File: src/rtl/led_pkg.sv
// Shared types and helpers for the LED frame path: pixel type, sequencer states,
// default latch time and the per-channel brightness scale.
package led_pkg;

  typedef logic [23:0] pixel_t;

  typedef enum logic [2:0] {
    IDLE      = 3'd0,
    FETCH     = 3'd1,
    LOAD      = 3'd2,
    WAIT_DONE = 3'd3,
    LATCH     = 3'd4
  } seq_state_t;

  localparam int LATCH_CYCLES_DEFAULT = 5000;

  // (c * (brightness + 1)) >> 8 so that 255 is unity and 0 blanks the channel.
  function automatic logic [7:0] scale8(input logic [7:0] c, input logic [7:0] brightness);
    logic [15:0] prod;
    prod = {8'd0, c} * ({8'd0, brightness} + 16'd1);
    return prod[15:8];
  endfunction

  function automatic pixel_t scale_pixel(input pixel_t p, input logic [7:0] brightness);
    return {scale8(p[23:16], brightness), scale8(p[15:8], brightness), scale8(p[7:0], brightness)};
  endfunction

endpackage

File: src/rtl/pixel_ram.sv
// Frame buffer: DEPTH pixels, synchronous write and registered read (one-cycle latency).
// Out-of-range addresses are ignored on both ports.
module pixel_ram
  import led_pkg::*;
#(
  parameter int DEPTH = 8,
  parameter int AW    = 3
) (
  input  logic          clk,
  input  logic          we,
  input  logic [AW-1:0] waddr,
  input  pixel_t        wdata,
  input  logic          re,
  input  logic [AW-1:0] raddr,
  output pixel_t        rdata
);

  localparam int IW = (DEPTH > 1) ? $clog2(DEPTH) : 1;

  pixel_t mem_q [DEPTH];
  pixel_t rdata_q;

  // Block-RAM style array: no reset so it maps onto embedded memory.
  always_ff @(posedge clk) begin
    if (we && (32'(waddr) < DEPTH)) begin
      mem_q[waddr[IW-1:0]] <= wdata;
    end
    if (re && (32'(raddr) < DEPTH)) begin
      rdata_q <= mem_q[raddr[IW-1:0]];
    end
  end

  assign rdata = rdata_q;

endmodule

File: src/rtl/led_frame_sequencer.sv
// Streams a buffered, brightness-scaled frame to led_driver one pixel at a time,
// then holds the line idle for the strip latch time and pulses frame_done.
module led_frame_sequencer
  import led_pkg::*;
#(
  parameter int N_LEDS       = 8,
  parameter int LATCH_CYCLES = LATCH_CYCLES_DEFAULT,
  parameter int AW           = (N_LEDS > 1) ? $clog2(N_LEDS) : 1
) (
  input  logic          clk,
  input  logic          rst,
  input  logic          wr_en,
  input  logic [AW-1:0] wr_addr,
  input  logic [23:0]   wr_data,
  input  logic [7:0]    brightness,
  input  logic          start,
  output logic [23:0]   rgb,
  output logic          load,
  input  logic          done,
  output logic          busy,
  output logic          frame_done
);

  localparam int CW = (LATCH_CYCLES > 1) ? $clog2(LATCH_CYCLES) : 1;
  localparam logic [AW-1:0] LAST_IDX = AW'(N_LEDS - 1);
  localparam logic [CW-1:0] LAST_CNT = CW'(LATCH_CYCLES - 1);

  seq_state_t    state_q, state_d;
  logic [AW-1:0] idx_q, idx_d;
  logic [CW-1:0] cnt_q, cnt_d;
  pixel_t        rgb_q, rgb_d;
  logic          load_q, load_d;
  logic          busy_q, busy_d;
  logic          frame_done_q, frame_done_d;
  pixel_t        rd_data_s;
  logic          rd_en_s;
  logic          done_ok_s;

  assign rd_en_s = (state_q == FETCH);
  // The driver cannot finish in the same cycle it is handed a pixel.
  assign done_ok_s = done && !load_q;

  pixel_ram #(
    .DEPTH (N_LEDS),
    .AW    (AW)
  ) u_pixel_ram (
    .clk   (clk),
    .we    (wr_en),
    .waddr (wr_addr),
    .wdata (wr_data),
    .re    (rd_en_s),
    .raddr (idx_q),
    .rdata (rd_data_s)
  );

  // State, index, counter and all outputs are registered.
  always_ff @(posedge clk or negedge rst) begin
    if (!rst) begin
      state_q      <= IDLE;
      idx_q        <= '0;
      cnt_q        <= '0;
      rgb_q        <= 24'd0;
      load_q       <= 1'b0;
      busy_q       <= 1'b0;
      frame_done_q <= 1'b0;
    end else begin
      state_q      <= state_d;
      idx_q        <= idx_d;
      cnt_q        <= cnt_d;
      rgb_q        <= rgb_d;
      load_q       <= load_d;
      busy_q       <= busy_d;
      frame_done_q <= frame_done_d;
    end
  end

  // Next-state: start is refused while frame_done is still high.
  always_comb begin
    state_d = state_q;
    idx_d   = idx_q;
    cnt_d   = cnt_q;
    case (state_q)
      IDLE: begin
        if (start && !frame_done_q) begin
          state_d = FETCH;
          idx_d   = '0;
        end else begin
          state_d = IDLE;
        end
      end
      FETCH: state_d = LOAD;
      LOAD:  state_d = WAIT_DONE;
      WAIT_DONE: begin
        if (done_ok_s && (idx_q == LAST_IDX)) begin
          state_d = LATCH;
          cnt_d   = '0;
        end else if (done_ok_s) begin
          state_d = FETCH;
          idx_d   = idx_q + AW'(1);
        end else begin
          state_d = WAIT_DONE;
        end
      end
      LATCH: begin
        if (cnt_q == LAST_CNT) begin
          state_d = IDLE;
          cnt_d   = '0;
        end else begin
          cnt_d = cnt_q + CW'(1);
        end
      end
      default: begin
        state_d = IDLE;
        idx_d   = '0;
        cnt_d   = '0;
      end
    endcase
  end

  // Output values for the next cycle; rgb only changes on load or when latching.
  always_comb begin
    rgb_d        = rgb_q;
    load_d       = 1'b0;
    frame_done_d = 1'b0;
    busy_d       = (state_d != IDLE);
    case (state_q)
      LOAD: begin
        rgb_d  = scale_pixel(rd_data_s, brightness);
        load_d = 1'b1;
      end
      WAIT_DONE: begin
        if (done_ok_s && (idx_q == LAST_IDX)) begin
          rgb_d = 24'd0;
        end else begin
          rgb_d = rgb_q;
        end
      end
      LATCH: begin
        rgb_d = 24'd0;
        if (cnt_q == LAST_CNT) begin
          frame_done_d = 1'b1;
        end else begin
          frame_done_d = 1'b0;
        end
      end
      default: begin
        rgb_d = rgb_q;
      end
    endcase
  end

  assign rgb        = rgb_q;
  assign load       = load_q;
  assign busy       = busy_q;
  assign frame_done = frame_done_q;

endmodule

File: config.mk
export PLATFORM = sky130hd
export DESIGN_NAME = led_frame_sequencer
export DESIGN_NICKNAME = d
export VERILOG_FILES = /design/src/rtl/led_pkg.sv /design/src/rtl/pixel_ram.sv /design/src/rtl/led_frame_sequencer.sv
export SDC_FILE = /design/constraint.sdc
export NUM_CORES = 1
export LEC_CHECK = 0
export BUFFER_PORTS_ARGS = -buffer_cell sky130_fd_sc_hd__buf_2
export CAP_MARGIN = 0
export CELL_PAD_IN_SITES_DETAIL_PLACEMENT = 1
export CELL_PAD_IN_SITES_GLOBAL_PLACEMENT = 1
export CORE_ASPECT_RATIO = 1.25
export CORE_MARGIN = 5
export CORE_UTILIZATION = 52
export DETAILED_ROUTE_END_ITERATION = 10
export PLACE_DENSITY = 0.86
export SLEW_MARGIN = 20
export SYNTH_ARGS = -nofsm -noshare
export SYNTH_HDL_FRONTEND = slang
export SYNTH_HIERARCHICAL = 1
export SYNTH_SLANG_ARGS = --single-unit
export TNS_END_PERCENT = 50
File: constraint.sdc
create_clock -name clk -period 5.5 [get_ports clk]
set_input_delay 0.55 -clock clk [delete_from_list [all_inputs] [get_ports clk]]
set_output_delay 0.55 -clock clk [all_outputs]
set_load 0.01 [all_outputs]
== After elaboration in Yosys (flattened, before gate mapping) ==
Memory sizes are Yosys's and may differ from the RTL's. A register that Yosys moved wholly into a read port is not among the register bits.
Cells that the tools add are included.

* Flip-flop bits (word level): 46
* Input port bits: 40
* Word-level logic and storage cells: 58
* RAM bits: 192
* Memories kept: 1
* Output and inout bits: 27

{| class="wikitable"
|+ Memory list
! memory !! words !! bits a word !! rd ports !! clocked after memory_dff !! wr ports !! line !! RTL
|-
| u_pixel_ram.mem_q || 8 || 24 || 1 || 1 || 1 || pixel_ram.sv:20 || <nowiki>pixel_t mem_q [DEPTH];</nowiki>
|}

* Bitwise logic cells: 2
* Eq/ne operators: 10
* Reductions and logical operators: 13
* Multipliers: 3
* Multiplexer cells: 19
* Add/sub/neg operators: 3

{| class="wikitable"
|+ Operators by type and width
! operator !! number
|-
| $pmux 24 s3 || 1
|-
| $pmux 13 s3 || 1
|-
| $mul 8x16->16 || 2
|-
| $mux 13 || 2
|-
| $mux 24 || 1
|-
| $mul 8x9->16 || 1
|-
| $mux 3 || 5
|-
| $pmux 3 s5 || 1
|-
| $add 13x1->13 const B || 1
|-
| $eq 13x13->1 const B || 1
|-
| $add 8x1->9 const B || 1
|-
| $pmux 3 s3 || 1
|-
| $ne 2x2->1 const B || 4
|-
| $eq 3x2->1 const B || 2
|-
| $eq 3x3->1 const B || 2
|-
| $mux 1 || 6
|-
| $reduce_bool 3->1 || 2
|-
| $reduce_or 3->1 || 2
|-
| $reduce_and 2->1 || 2
|-
| $reduce_and 4->1 || 1
|-
| $add 3x1->3 const B || 1
|-
| $eq 3x1->1 const B || 1
|-
| $logic_and 1x1->1 || 3
|-
| $logic_not 3->1 || 1
|-
| other kinds (3) || 5
|}

== Logic depth before layout (Yosys ltp) ==
Gate-level depths: netlist (run 1).

* Word-level depth: 6
* Mapped depth: 21
* Depth with buffers taken out: 19

== Cells and area by module ==
The synthesis (run 1) kept the hierarchy.

{| class="wikitable"
|+ Modules (own cells, without submodules)
! module !! area each (µm²) !! cells an instance !! seq. area each (µm²) !! times used
|-
| led_frame_sequencer || 8306.7 || 915 || 1151.1 || 1
|-
| pixel_ram || 8037.7 || 314 || 6486.2 || 1
|}

== Worst setup path after synthesis (run 1) ==
No wires, ideal clock.

* Path type: input port to flip-flop
* Start point: in brightness[0]
* End point: reg rgb_q[7], in the netlist rgb[7]
* Data required time: 5374 ps
* Library setup time: 126 ps
* Cell stages on the path: 19
* Setup slack: -60 ps
* Arrival: 5433 ps
* Path through: clkbuf_1 > nand3_1 > xnor2_1 > clkbuf_1 > nand2_1 > fa_1 > fa_1 > inv_1 > fa_1 > inv_1 > fa_1 > inv_1 > ha_1 > a21o_2 > a221o_2 > a2111o_1 > a31oi_1 > xnor2_1 > o21ai_2

* Longest elaborated chain between the ends: 3

{| class="wikitable"
|+ RTL lines
! what !! line !! RTL
|-
| start, declared || led_frame_sequencer.sv:15 || <nowiki>input logic [7:0] brightness,</nowiki>
|-
| $add 8x1->9 || led_pkg.sv:20 || <nowiki>prod = {8'd0, c} * ({8'd0, brightness} + 16'd1);</nowiki>
|-
| $mul 8x9->16 || led_pkg.sv:20 ||
|-
| $pmux 24 s3 || led_frame_sequencer.sv:126 || <nowiki>case (state_q)</nowiki>
|-
| end signal, assigned || led_frame_sequencer.sv:70 || <nowiki>rgb_q <= rgb_d;</nowiki>
|-
| end, declared || led_frame_sequencer.sv:31 || <nowiki>pixel_t rgb_q, rgb_d;</nowiki>
|}

No other way between the ends.
A chain may end at the register's enable or synchronous reset.

== Worst setup path in the final report (run 1) ==
* Start point: in brightness[0]
* End point: reg rgb_q[15], in the netlist rgb[15]

* Longest elaborated chain between the ends: 3

{| class="wikitable"
|+ RTL lines
! what !! line
|-
| $add 8x1->9 || led_pkg.sv:20
|-
| $mul 8x16->16 || led_pkg.sv:20
|-
| $pmux 24 s3 || led_frame_sequencer.sv:126
|}

No other way between the ends.

==> results.json, run 1 <==
{
  "gp_congestion": 0.817,
  "final_cell_count_no_fill": 1753,
  "post_cts_buffers": 0,
  "hpwl_um": 27500,
  "yosysSeqAreaShare_pct": 46.7,
  "grt_pass1_wl_um": 61000,
  "critical_path_arrival_ns": 5.53,
  "synth-edff-count": 216,
  "grt_max_degree": 47,
  "hp-class": "in -> async",
  "period_share_pct": 93.9,
  "rows": 72,
  "setup_viol": 0,
  "fmax_mhz": 194,
  "leakagePower_nw": 7.63,
  "ys_ff_latch": 262,
  "clk_path_buf_depth": 3,
  "die_w_um": 169,
  "synth-main-ff-cell": "edfxtp_1",
  "yosysUniqueCellTypes": 58,
  "io_pins": 67,
  "drt_first_iter_violations": 494,
  "drcViolationCount": 0,
  "vias_per_cell": 5.60,
  "cp_slowest_stage_delay_ns": 0.57,
  "area_growth_pct": 11.1,
  "ant_nets": 0,
  "cts_root_buffer": "clkbuf_16",
  "antenna_found_initial": 2,
  "p_total_mw": 11.8,
  "fin_nets": 1587,
  "drive_gt1_share_pct": 18.1,
  "rsz0062_at_grt": "no",
  "drt-pass1-iter-count": 4,
  "core-area_um2": 31000,
  "post-route-util_pct": 58.6,
  "cts_resized": 0,
  "hold_buffers": 0,
  "tightest_slew_ns": 1.08,
  "peakVddDrop_mv": 0.538,
  "h-tree-depth": 1,
  "die_h_um": 208,
  "cts_buffers": 25,
  "clock_latency_ns": 0.53,
  "finClkSkew_ns": 0.00940,
  "syn_area_um2": 16300,
  "yosysWarnings": 6,
  "avgSynthCellArea_um2": 13.3,
  "path_cells": "buf_2 > ha_1 > nand3_1 > xnor2_1 > buf_4 > buf_4 > nand2_1 > fa_1 > fa_1 > inv_1 > fa_1 > inv_1 > fa_1 > inv_1 > ha_1 > a21o_1 > a21oi_1 > nand2b_1 > nand3b_1 > a311oi_1 > xnor2_1 > o21ai_0",
  "synth_async_sr_flop_share_pct": 17.6,
  "finalHoldViolCount": 0,
  "cts.sinks": 262,
  "cp_common_cell": "fa_1",
  "powerDensity_nw_per_um2": 648,
  "start_util_pct": 52.7,
  "wl_um": 38000,
  "required_ns": 5.86,
  "worst-setup-path-type": "in -> reg",
  "grt_pass1_vias": 11100,
  "maxSlewHeadroom_pct": 27.9,
  "cts_tree": "done",
  "crit_path_start_kind": "input pin",
  "drv_cap": 0,
  "worstPathMaxFanout": 12,
  "cp_slowest_cell": "fa_1",
  "dp_cells": 1707,
  "dieArea_um2": 35100,
  "routedWlPerCell_um": 21.7,
  "vias": 9812,
  "clk_pin_slew_worst_paths_ns": 0.06,
  "outcome": "complete, no violations",
  "final_max_slew_viol_count": 0,
  "portBuffers": 66,
  "end_kind": "register",
  "grt-ovfl-total": 0,
  "min_period_ns": 5.16,
  "grtUsageTotal_pct": 22.1,
  "netlist_instances": 1229,
  "syn_nets": 1489
}
[area by class of cell]
class / count / area [um2]
Fill cell: 3083 / 12800
Multi-Input combinational cell: 776 / 8020
Sequential cell: 262 / 7640
Timing Repair Buffer: 113 / 683
Clock buffer: 29 / 641
Inverter: 149 / 559
Tap cell: 407 / 509
Clock inverter: 16 / 109
Antenna cell: 1 / 2.50
[cells in the mapped netlist (4+ instances only)]
library cell  number  share of area [%]
inv_1            149                3.4
mux2_2            12               0.83
nand2b_1           9               0.34
nand2_1           77                1.8
mux2_4            12                1.1
nor2_1            23               0.53
ha_1             100                7.7
nor2b_1           20               0.77
a21o_1             7               0.32
buf_2              7               0.21
xnor2_1           27                1.4
nor3_1            11               0.34
mux4_2            48                6.6
fa_1             120                 15
o21ai_0           42                1.3
dfrtp_1           46                7.0
a31oi_1            6               0.23
a22o_1             5               0.27
xor2_1            15               0.80
edfxtp_1         216                 40
o31ai_1            5               0.23
nand3_1           22               0.67
and3_1            11               0.42
a21oi_1           18               0.55
and2_1           147                5.6
nand4_1            4               0.15
clkbuf_1          31               0.71
[metrics by stage]
step	setup slack [ns]	hold WS, ns	cell area, um2	setup TNS, ns
2_1_floorplan	0.0318	0.254	16400	0
3_3_place_gp	-0.0376	0.460	17400	-0.0781
3_5_place_dp	-0.221	0.466	17400	-0.794
4_1_cts	0.310	0.128	18200	0
5_1_grt	0.00601	0.166	18200	0
6_report	0.338	0.122	18200	0
[layout by cell type, fill, tap and decap left out, types with 6 or more instances in the layout]
master	instances
nand3_1	22
mux2_2	12
mux2_4	12
buf_2	66
nand2b_1	9
o21ai_0	42
a21oi_1	17
edfxtp_1	216
and2_1	147
nor2_1	17
buf_4	47
nand2_1	77
inv_1	149
fa_1	120
clkbuf_16	25
ha_1	100
a31oi_1	6
clkinv_1	6
xnor2_1	26
nor2_4	6
xor2_1	15
dfrtp_1	44
nor2b_1	20
nor3_1	9
a21o_1	7
mux4_2	48
and3_1	11
[metal layers]
layer  track usage, %  vias up  share of wire, %
met5                0        -             0.018
met4             5.85        2               2.3
met3             3.11       56               3.5
met2             40.9      189                55
met1             27.1     5132                39
li1                 -     4433                 -
[registers in the layout (all words and copies together) (netlist names)]
register	cells
cnt_q	13
idx_q	3
busy	1
u_pixel_ram/mem_q	192
state_q	3
rgb	24
load	1
u_pixel_ram/rdata	24
frame_done	1
[power by group]
group	internal, mW	switching (mW)	total, mW	leakage [nW]
Sequential	2.44	0.343	2.78	2.56
Combinational	3.48	3.89	7.38	4.70
Clock	0.883	0.724	1.61	0.369
[final timing paths]
check	start	endpoint	slack [ns]	cells past startpoint
worst min register to register	rgb[0]	rgb[0]	0.48	2
max in group asynchronous	rst	idx_q[0]	4.94	2
min in group clk	wr_data[16]	u_pixel_ram/mem_q[0][16]	0.28	1
worst min-delay path	rst	idx_q[2]	0.12	2
worst max-delay path	brightness[0]	rgb[15]	0.34	22
worst max register to register	u_pixel_ram/rdata[7]	rgb[4]	0.45	16
[worst max-delay path: cells and delay by family]
kind	cells	cell delay (ns)
buf+inv	6	0.71
simple gates	4	0.46
xor+xnor	2	0.47
compound gates	4	0.82
fa+ha+maj	6	2.51
[cell families (layout without fill, tap and decap cells)]
logic type / count (synthesis) / count (layout) / synth area share (%)
flops: 262 / 262 / 46.7
simple gates: 340 / 340 / 11.5
compound gates: 101 / 101 / 3.92
fa+ha+maj: 220 / 220 / 22.4
other cells: 0 / 1 / 0
buf+inv: 191 / 307 / 4.68
mux: 73 / 73 / 8.60
xor+xnor: 42 / 42 / 2.25
Power figures use the tool's default switching activity.
==> run 2: changes to the inputs <==
==> constraint.sdc (replaced) <==
create_clock -name clk -period 4.9 [get_ports clk]
set_input_delay 0.49 -clock clk [delete_from_list [all_inputs] [get_ports clk]]
set_output_delay 0.49 -clock clk [all_outputs]
set_load 0.01 [all_outputs]
==> run 2 against run 1 <==
Against the previous run:
- the run now ends with setup timing left
- utilization grew 3.2 points
- first-iteration DRC count grew 90%
- total power up 30%
- count of clock-buffer cells in the layout is 1 higher
- cell count is 2.8% higher
- sequential power increased by 14%
- clock power is 29% higher
- sequential cell count stayed put
- wire length up 27%
- setup slack got worse by 0.55 ns
- critical path type unchanged
- largest cell class unchanged
==> results.json, run 2 (synthesis results as in run 1) <==
{
  "outcome": "finished with violations",
  "failed_checks": "setup timing",
  "powerDensity_nw_per_um2": 796,
  "io_pins": 67,
  "maxSlewHeadroom_pct": 29.7,
  "hpwl_um": 28100,
  "largest_reg_flops": 192,
  "hp-class": "in -> async",
  "rows": 72,
  "final_max_slew_viol_count": 0,
  "path_delay_family": "adder cells",
  "required_ns": 5.31,
  "final_cell_count_no_fill": 1802,
  "grt-ovfl-total": 0,
  "grt_max_degree": 51,
  "fmax_mhz": 196,
  "cp.buffers_inverters": 7,
  "gp_congestion": 0.818,
  "path_cells": "buf_8 > ha_4 > buf_12 > xor2_4 > buf_4 > and2_1 > fa_1 > fa_1 > ha_1 > inv_1 > fa_1 > inv_1 > ha_1 > inv_1 > o41ai_4 > a221o_2 > buf_4 > a21oi_1 > nor2b_1 > nor3_1 > o41ai_1",
  "grtUsageTotal_pct": 24.2,
  "cp_slowest_cell": "fa_1",
  "start_util_pct": 52.7,
  "cts_buffers": 26,
  "critical_path_arrival_ns": 5.52,
  "crit_path_start_kind": "input pin",
  "rsz0062_at_grt": "yes",
  "layout_common_cells": "edfxtp_1 (216), inv_1 (146), and2_1 (145)",
  "clk_pin_slew_worst_paths_ns": 0.07,
  "area_growth_pct": 17.2,
  "vias_per_cell": 6.00,
  "die_h_um": 208,
  "p_total_mw": 15.3,
  "grt_pass1_wl_um": 65800,
  "fin_nets": 1634,
  "end_kind": "register",
  "core-area_um2": 31000,
  "hold_buffers": 0,
  "grt_pass1_vias": 11700,
  "cts.sinks": 262,
  "cts_root_buffer": "clkbuf_16",
  "drv_cap": 0,
  "finClkSkew_ns": 0.0245,
  "routedWlPerCell_um": 26.9,
  "wl_um": 48400,
  "peakVddDrop_mv": 0.449,
  "drt_first_iter_violations": 940,
  "drt-pass1-iter-count": 7,
  "cp_slowest_stage_delay_ns": 0.55,
  "h-tree-depth": 1,
  "cts_tree": "done",
  "finalHoldViolCount": 0,
  "fin_ws_ns": -0.209,
  "ant_nets": 0,
  "worstPathMaxFanout": 8,
  "setup_viol": 5,
  "period_share_pct": 104,
  "die_w_um": 169,
  "dp_cells": 1738,
  "leakagePower_nw": 8.03,
  "tightest_slew_ns": 1.05,
  "clk_path_buf_depth": 3,
  "worst-setup-path-type": "in -> reg",
  "min_period_ns": 5.11,
  "drcViolationCount": 0,
  "post-route-util_pct": 61.8,
  "drive_gt1_share_pct": 24.5,
  "antenna_found_initial": 3,
  "vias": 10800,
  "dieArea_um2": 35100,
  "portBuffers": 66,
  "final_common_cell": "edfxtp_1",
  "whs_ns": 0.0284,
  "clock_latency_ns": 0.57
}
[run 2: cell count changes in the layout (fill, tap and decap cells not counted), moves of 6 or more]
cell and change:
buf_4 +33, ha_1 -7, buf_12 +6, ha_4 +7
buf_6 +7
[run 2: stage by stage]
step                TNS (ns)  setup WS [ns]  cell area (um2)
floorplan            -0.0693        -0.0321            16600
global placement       -7.96         -0.531            17900
detailed placement    -11.98         -0.755            17900
CTS                  -0.0106        -0.0106            18900
global route           -1.54         -0.323            19200
finish                -0.508         -0.209            19200
[run 2: report_power, final]
part / switching (mW) / internal (mW) / leakage, nW
registers: 0.427 / 2.74 / 2.56
logic: 5.18 / 4.83 / 5.05
clock network: 0.935 / 1.15 / 0.416
[run 2: worst register-to-register path, cell delays in order (launching register included)]
cell,delay (ns)
edfxtp_1,0.55
nor2b_1,0.23
fa_1,0.51
fa_1,0.54
ha_1,0.33
inv_1,0.07
fa_1,0.55
inv_1,0.05
ha_1,0.34
inv_1,0.09
o41ai_4,0.49
a221o_2,0.27
buf_4,0.12
a21oi_1,0.14
nor2b_1,0.17
nor3_1,0.07
o41ai_1,0.34
[run 2: area by class of cell]
class                      instances  area (um2)
clock inverter                    18         198
timing repair buffer             158        1160
tap                              407         509
antenna                            1        2.50
sequential                       262        7640
multi-input combinational        777        8420
inverter                         149         559
clock buffer                      30         666
fill                            3045       11800
[run 2: what timing repair did]
item                                    4_1_cts  5_1_grt
gates resized for setup                      16       33
buffers inserted                              5        8
endpoints found under the hold margin         0        0
cloned                                        0        2
pin swaps                                    10       33
endpoints found under the setup margin       14       15
[run 2: final timing paths]
check	start	end	slack, ns	depth (start not counted)
min in group clk	wr_data[2]	u_pixel_ram/mem_q[0][2]	0.18	1
max in group asynchronous	rst	idx_q[0]	4.41	2
setup / recovery	brightness[0]	rgb[3]	-0.21	21
hold / removal	rst	cnt_q[11]	0.03	2
setup reg to reg	u_pixel_ram/rdata[4]	rgb[3]	-0.13	16
hold reg to reg	rgb[16]	rgb[16]	0.48	2
[run 2: layer usage]
| metal | GRT usage (%) | vias up | part of all wire, % |
|---|---|---|---|
| met5 | 0 | - | 0.066 |
| met4 | 10.2 | 4 | 5.7 |
| met3 | 3.59 | 177 | 5.1 |
| met2 | 44.2 | 474 | 53 |
| met1 | 28.2 | 5638 | 36 |
| li1 | - | 4516 | - |
==> run 3: changes to the inputs <==
--- a/config.mk
+++ b/config.mk
@@ -9,11 +9,10 @@
 export CAP_MARGIN = 0
 export CELL_PAD_IN_SITES_DETAIL_PLACEMENT = 1
 export CELL_PAD_IN_SITES_GLOBAL_PLACEMENT = 1
-export CORE_ASPECT_RATIO = 1.25
 export CORE_MARGIN = 5
 export CORE_UTILIZATION = 52
 export DETAILED_ROUTE_END_ITERATION = 10
-export PLACE_DENSITY = 0.86
+export PLACE_DENSITY = 0.88
 export SLEW_MARGIN = 20
 export SYNTH_ARGS = -nofsm -noshare
 export SYNTH_HDL_FRONTEND = slang
==> run 3 against run 2 <==
Against the previous run:
- the run now ends clean
- die area about the same
- sequential cell count unchanged
- global-route usage fell by 0.57 points
- critical path type unchanged
- total power is 2.2% lower
- critical endpoint is now rgb[7]
==> results.json, run 3 (synthesis results as in run 1) <==
{
  "outcome": "complete, no violations",
  "die_h_um": 187,
  "p_clk_share_pct": 14.2,
  "finalSetupTns_ns": 0,
  "seqPwrFrac_pct": 21.0,
  "maxSlewHeadroom_pct": 33.3,
  "vias": 10200,
  "drt_first_iter_violations": 557,
  "grt_pass1_vias": 11800,
  "gp_congestion": 0.815,
  "fmax_mhz": 206,
  "antenna_found_initial": 4,
  "tightest_slew_ns": 1.00,
  "finClkSkew_ns": 0.0234,
  "p_total_mw": 14.9,
  "die_w_um": 187,
  "peakVddDrop_mv": 0.491,
  "drcViolationCount": 0,
  "drt-pass1-iter-count": 5,
  "final_max_slew_viol_count": 0,
  "layout_common_cells": "edfxtp_1 (216), inv_1 (147), and2_1 (146)",
  "cp_slowest_cell": "fa_1",
  "path_delay_family": "adder cells",
  "vias_per_cell": 5.66,
  "post-route-cell-area_um2": 19100,
  "clock_latency_ns": 0.56,
  "clk_path_buf_depth": 3,
  "end_kind": "register",
  "crit_path_start_kind": "input pin",
  "clk_pin_slew_worst_paths_ns": 0.07,
  "wl_um": 41600,
  "io_pins": 67,
  "netSwitchingPower_mw": 6.18,
  "drv_cap": 0,
  "required_ns": 5.31,
  "routedWlPerCell_um": 23.1,
  "fin_nets": 1630,
  "hp-class": "in -> async",
  "setup_viol": 0,
  "cp.buffers_inverters": 6,
  "hold_buffers": 0,
  "leakagePower_nw": 8.01,
  "core-area_um2": 31300,
  "grtUsageTotal_pct": 23.6,
  "critical_path_arrival_ns": 5.25,
  "start_util_pct": 52.2,
  "rsz0062_at_grt": "yes",
  "path_cells": "buf_4 > ha_4 > buf_4 > xor2_4 > buf_12 > nand2_2 > fa_1 > fa_1 > inv_1 > fa_1 > inv_1 > fa_1 > inv_2 > ha_4 > a21o_2 > a221o_2 > a2111o_1 > a31oi_1 > xnor2_1 > o21ai_2",
  "r2r_cells": 14,
  "dieArea_um2": 35100,
  "reg2reg_slack_ns": 0.16,
  "p_comb_share_pct": 64.8,
  "r2r-end": "rgb[7]",
  "placed_cell_area_um2": 17900,
  "cts_root_buffer": "clkbuf_16",
  "cts_tree": "done",
  "hpwl_um": 27700,
  "powerDensity_nw_per_um2": 784,
  "grt-ovfl-total": 0,
  "area_growth_pct": 16.6,
  "min_period_ns": 4.84,
  "switching_share_pct": 41.4,
  "portBuffers": 66,
  "cp_slowest_stage_delay_ns": 0.55,
  "whs_ns": 0.0433,
  "drive_gt1_share_pct": 23.6,
  "h-tree-depth": 1,
  "worstPathMaxFanout": 11,
  "period_share_pct": 98.9,
  "n_fill_cell": 3022,
  "grt_pass1_wl_um": 65700,
  "largest_reg_flops": 192,
  "r2r-start": "u_pixel_ram/rdata[4]",
  "cp_common_cell": "fa_1",
  "rows": 65,
  "cts.sinks": 262,
  "cts_buffers": 29,
  "finalHoldViolCount": 0,
  "ant_nets": 0,
  "final_common_cell": "edfxtp_1",
  "grt_max_degree": 51,
  "worst-setup-path-type": "in -> reg",
  "internal_power_mw": 8.76
}
-- run 3: cell count changes in the layout (fill, tap and decap cells not counted), moves of 3 or more --
cell       before  now
nand3_2         3    0
buf_4          80   75
inv_6           0    4
clkinv_1        3    6
buf_6           7    3
xor2_4          5    1
clkbuf_16      27   31
-- run 3: timing repair --
| action | 4_1_cts | 5_1_grt |
|---|---|---|
| setup buffers | 0 | 8 |
| gates resized for setup | 0 | 27 |
| setup endpoints to repair | 0 | 15 |
-- run 3: power groups by stage --
stage	Combinational (mW)	Clock (mW)	Sequential (mW)
2_1_floorplan	6.21	0	2.98
3_3_place_gp	8.64	0	3.15
3_5_place_dp	9.25	0	3.17
4_1_cts	9.39	2.16	3.14
5_1_grt	10.9	2.28	3.18
6_report	9.68	2.12	3.13
-- run 3: through the flow --
stage | utilization [%] | cells | setup WS (ns)
final | 60.9 | 1796 | 0.0552
after global routing | 60.9 | 1795 | -0.0928
after CTS | 60.0 | 1785 | 0.0284
after detailed placement | 57.0 | 1731 | -0.562
after global placement | 57.0 | 1731 | -0.405
after floorplan | - | 1229 | -0.0321
-- run 3: worst reg2reg max path: stages, from the launching register on --
cell and delay [ns]:
edfxtp_1 0.56, and2_1 0.25, fa_2 0.40, fa_1 0.56, inv_1 0.07, fa_1 0.48, fa_1 0.54, inv_1 0.07
ha_4 0.25, and3_4 0.18, a221o_2 0.37, a2111o_1 0.45, a31oi_1 0.20, xnor2_1 0.16, o21ai_2 0.08
-- run 3: layout make-up --
cell class                      instances  area (um2)  share of cell area, %
Tap cell                              402         503                   2.64
Antenna cell                            1        2.50                 0.0131
Sequential cell                       262        7640                   40.1
Multi-Input combinational cell        776        8300                   43.6
Timing Repair Buffer                  152        1130                   5.93
Clock inverter                         23         188                  0.985
Inverter                              149         559                   2.93
Clock buffer                           31         733                   3.85
-- run 3: layer usage --
metal | vias to the layer above | global-route usage (%) | routed length (um)
met2 | 250 | 43.9 | 22600
met5 | - | 0 | 34
met4 | 6 | 5.83 | 935
met1 | 5325 | 28.9 | 16200
li1 | 4521 | - | -
met3 | 70 | 3.47 | 1850
-- run 3: worst max-delay path by stage --
stage | to | depth (start not counted) | startpoint | slack, ns
2_1_floorplan | rgb[7] | 19 | brightness[1] | -0.03
6_report | rgb[7] | 20 | brightness[1] | 0.06
3_5_place_dp | rgb[15] | 20 | brightness[2] | -0.56
5_1_grt | rgb[7] | 21 | brightness[1] | -0.09
4_1_cts | rgb[5] | 21 | brightness[0] | 0.03
3_3_place_gp | rgb[7] | 21 | brightness[0] | -0.41
